File: src/rtl/request_encoder.sv
// Sequential 8:3 request encoder: pending-request register, one 3-bit code offered per valid/accept handshake.
// Define ROUND_ROBIN_EN for rotating priority; otherwise the highest pending index wins.
module request_encoder (
  input  logic       clk,
  input  logic       rst_n,
  input  logic       E,
  input  logic [7:0] R,
  input  logic       A,
  output logic       V,
  output logic [2:0] S,
  output logic [7:0] P,
  output logic       OVF
);

  typedef enum logic {IDLE, OFFER} state_t;

  state_t     state, state_nxt;
  logic       v_nxt, ovf_nxt, acc;
  logic [2:0] s_nxt;
  logic [7:0] clr, rem, p_nxt;

`ifdef ROUND_ROBIN_EN
  logic [2:0] last, last_nxt;

  // Searches upward starting just after 'after', wrapping 7 -> 0.
  function automatic logic [2:0] sel(input logic [7:0] vec, input logic [2:0] after);
    logic [2:0] idx;
    logic       found;
    sel   = 3'd0;
    found = 1'b0;
    for (int k = 1; k <= 8; k++) begin
      idx = after + 3'(k);
      if (!found && vec[idx]) begin
        sel   = idx;
        found = 1'b1;
      end
    end
  endfunction
`else
  function automatic logic [2:0] sel(input logic [7:0] vec);
    sel = 3'd0;
    for (int i = 0; i < 8; i++)
      if (vec[i]) sel = 3'(i);
  endfunction
`endif

  // Disabled offers are withdrawn without retiring the offered bit.
  always_comb begin
    acc     = (state == OFFER) && A && E;
    clr     = acc ? (8'd1 << S) : 8'd0;
    rem     = P & ~clr;
    p_nxt   = rem | (E ? R : 8'h00);
    ovf_nxt = E & (|(R & P & ~clr));
  end

  always_comb begin
    state_nxt = state;
    v_nxt     = V;
    s_nxt     = S;
`ifdef ROUND_ROBIN_EN
    last_nxt  = acc ? S : last;
`endif
    case (state)
      IDLE: begin
        v_nxt = 1'b0;
        if (E && (|P)) begin
`ifdef ROUND_ROBIN_EN
          s_nxt = sel(P, last);
`else
          s_nxt = sel(P);
`endif
          v_nxt     = 1'b1;
          state_nxt = OFFER;
        end
      end
      OFFER: begin
        if (!E) begin
          v_nxt     = 1'b0;
          state_nxt = IDLE;
        end else if (A) begin
          if (|rem) begin
`ifdef ROUND_ROBIN_EN
            s_nxt = sel(rem, S);
`else
            s_nxt = sel(rem);
`endif
          end else begin
            v_nxt     = 1'b0;
            state_nxt = IDLE;
          end
        end
      end
      default: begin
        v_nxt     = 1'b0;
        state_nxt = IDLE;
      end
    endcase
  end

  always_ff @(posedge clk or negedge rst_n) begin
    if (!rst_n) begin
      state <= IDLE;
      V     <= 1'b0;
      S     <= 3'd0;
      P     <= 8'h00;
      OVF   <= 1'b0;
    end else begin
      state <= state_nxt;
      V     <= v_nxt;
      S     <= s_nxt;
      P     <= p_nxt;
      OVF   <= ovf_nxt;
    end
  end

`ifdef ROUND_ROBIN_EN
  always_ff @(posedge clk or negedge rst_n) begin
    if (!rst_n) last <= 3'd7;
    else        last <= last_nxt;
  end
`endif

endmodule

File: config.mk
export PLATFORM = sky130hd
export DESIGN_NAME = request_encoder
export DESIGN_NICKNAME = d
export VERILOG_FILES = /design/src/rtl/request_encoder.sv
export SDC_FILE = /design/constraint.sdc
export NUM_CORES = 1
export LEC_CHECK = 0
export BUFFER_PORTS_ARGS = -buffer_cell sky130_fd_sc_hd__buf_2
export CAP_MARGIN = 20
export CORE_MARGIN = 2
export CORE_UTILIZATION = 47
export DETAILED_ROUTE_END_ITERATION = 7
export PLACE_DENSITY = 0.74
export RECOVER_POWER = 100
export SLEW_MARGIN = 20
export SYNTH_ARGS = -nofsm -noshare
export SYNTH_HDL_FRONTEND = slang
export SYNTH_SLANG_ARGS = --single-unit
File: constraint.sdc
create_clock -name clk -period 2 [get_ports clk]
set_input_delay 0.1 -clock clk [delete_from_list [all_inputs] [get_ports clk]]
set_output_delay 0.1 -clock clk [all_outputs]
set_load 0.02 [all_outputs]
==> reports/results.tsv <==
metric	value	unit
final setup violation count	1	
largest net degree at the start of global routing	15	
CTS HTree Levels	1	
worst path required time	2.20	ns
max-slew violation count	0	
clock latency on the worst-skew pair	0.30	ns
number of synthesized register bits	14	
ant diodes	0	
leading area contributor after synthesis	dfrtp_1	
final hold violation count	0	
first-pass GRT wire length	4.79	mm
DR vias/cell	6.32	
crit-path cells	nand3b_4 -> or4_4 -> a2111oi_4 -> o21bai_2 -> mux2_4	
Crit path max-delay family	simple AND/OR/NAND/NOR gates	
total CTS buffers	3	
Seq/Total Area, Yosys	33.6	%
die footprint	2610	µm²
IR drop worst, VDD	0.000537	V
post-synth cell types	41	
grt ovf	0	
CP bufs+invs	0	
root buffer cell	clkbuf_4	
CTS clk-pin slew, worst paths	0.10	ns
ranking of synthesized cells by area	dfrtp_1, a22o_1, mux2i_1	
fill count	203	
fin cells	180	
IO Pins	25	
Tightest Pin Transition	0.774	ns
Static Leak	0.550	nW
Rows	17	
dpl hpwl	2.23	mm
Synth Instances	114	
fin crit share	102	%
Vias	1138	
RSZ-0062 raised after global routing	yes	
CP peak stage delay	0.50	ns
CP arrival	2.25	ns
setup ws final	-0.0490	ns
input/output buffers	24	
CP startpoint kind	flip-flop	
synth warn	0	
fmax	0.488	GHz
Die Height	51.1	µm
CP max-delay cell	or4_4	
Pre-antenna DRT Iters	5	
Sink Count	14	
initial DRC count	69	
CTS tree	built	
worst setup path class	reg -> reg	
Routed Antenna Nets	0	
worst slack, placed	-0.00142	ns
worst clock skew	0.00927	ns
Worst Hold Class	in -> reg	
vias in the first global route	988	
placed insts	173	
area grow syn2layout	25.3	%
Max-Cap Viols	0	
CTS Buffer Depth	2	
Post-Route WL	3.06	mm
critical path endpoint category	flip-flop	
Mapped Nets	126	
Synth top area share	33.6	%
drc violations	0	
overall die width	51.1	µm
synthesized cell area	1040	µm²
share of cells above drive strength 1	27.6	%
# nets final	165	
status	complete, but fails checks	
GPL Wtd Cong	0.914	
DR WL/cell	17.0	µm
initial antenna violation count	0	
syn_area_per_cell	9.14	µm²
CP Max Fanout	4	
Overall Global Routing Usage	25.4	%
failing checks	negative setup slack	
worst rel slew slack	48.4	%
post-layout min period	2.05	ns
Pwr Density	703	nW/µm²
Core ar.	2150	µm²
Starting Density	48.5	%
==> final cells by class <==
cell class | count | area (µm²) | area share [%]
flip-flops and latches | 14 | 353 | 27.0
well taps | 28 | 35.0 | 2.68
repair buffers | 40 | 215 | 16.5
multi-input cells | 92 | 659 | 50.5
inverters | 2 | 7.51 | 0.575
clock buffers | 4 | 36.3 | 2.78
==> stage by stage <==
| step | setup TNS, ns | hold slack [ns] | util, % | total power [mW] | cell area [µm²] |
|---|---|---|---|---|---|
| floorplan | -0.0838 | -0.196 | - | 0.577 | 1040 |
| global placement | 0 | 0.0190 | 58.6 | 0.685 | 1260 |
| detailed placement | -0.00142 | 0.0180 | 58.6 | 0.691 | 1260 |
| CTS | -0.0143 | 0.0371 | 61.4 | 0.914 | 1320 |
| global route | -0.130 | 0.0315 | 60.8 | 0.964 | 1310 |
| finish | -0.0490 | 0.0406 | 60.8 | 0.918 | 1310 |
==> timing repair <==
action,in CTS,in global routing
hold buffers,1,0
endpoints found under the hold margin,14,0
cloned,0,0
pin swaps,1,0
buffers inserted,1,1
endpoints found under the setup margin,1,3
gates resized for setup,1,2
==> sequential cells by signal (all words and copies together) (netlist names) <==
register	cells
V	1
state	1
P	8
S	3
OVF	1
==> power breakdown <==
group	internal (mW)	switching (mW)	leakage, nW	total [mW]
clock	0.111	0.109	0.0210	0.220
combinational	0.146	0.189	0.394	0.335
sequential	0.312	0.0500	0.135	0.362
total	0.570	0.348	0.550	0.918
==> layout by cell type, fill, tap and decap left out, drive strengths merged, types with 2 or more instances in the layout <==
master	instances
or2	2
buf	25
clkbuf	18
nand3b	2
a31oi	4
nand2b	4
nor2	8
nor2b	6
and2	3
o31ai	2
nor3	3
a21oi	6
a211oi	3
inv	2
mux2i	5
nand2	8
and3	2
o31a	2
dfrtp	14
a21o	2
a22o	7
nand3	7
==> cell usage after synthesis <==
cell type	n
nand2b_1	4
a22oi_1	1
o211ai_1	1
or4_4	1
and3b_1	1
a311oi_1	1
nand3b_1	1
buf_6	1
nand2_1	8
buf_4	2
or2_1	2
o21bai_2	1
a21oi_1	6
a41o_1	1
a2bb2oi_1	1
nand4_1	1
a211oi_1	3
inv_2	1
a22o_1	7
mux2i_1	5
inv_1	1
nor2b_1	6
a41oi_1	1
a2111oi_4	1
o21a_1	1
nand3_1	7
clkbuf_1	3
o31a_1	2
a311o_1	1
dfrtp_1	14
o31ai_1	2
and2_1	3
nand3b_4	1
a32oi_1	1
and3_2	2
o22ai_1	1
a21o_1	2
nor2_1	8
nor3_1	3
mux2_4	1
a31oi_1	4
==> worst reg2reg max path: cells and delay by family, from the launching register on <==
family	cells	cell delay (ns)
AND/OR/NAND/NOR	2	0.67
AO/OA/AOI/OAI	2	0.51
multiplexers	1	0.32
flip-flops	1	0.44
==> final timing paths <==
kind                        from  endpoint  slack (ns)  cells past startpoint
setup / recovery            S[1]      S[1]       -0.05                      5
hold / removal              R[6]      P[6]        0.04                      2
setup reg to reg            S[1]      S[1]       -0.05                      5
hold reg to reg                V         V        0.51                      1
max in group asynchronous  rst_n      S[0]        1.10                      2
min in group asynchronous  rst_n      S[2]        0.37                      2
==> cells by family (layout without fill, tap and decap cells) <==
group | Yosys count | count (layout) | synth area share (%)
multiplexers | 6 | 6 | 6.24
AO/OA/AOI/OAI | 38 | 38 | 29.7
buffers and inverters | 8 | 46 | 4.32
flip-flops | 14 | 14 | 33.6
AND/OR/NAND/NOR | 48 | 48 | 26.2
==> per-layer routing <==
metal  track usage (%)  wire length (µm)  vias to the layer above
li1                  -                 -                      514
met1              31.9              1310                      535
met2              39.6              1380                       70
met3              4.97               229                       19
met4              16.2               144                        0
met5                 0                 0                        -
Power figures use the tool's default switching activity.
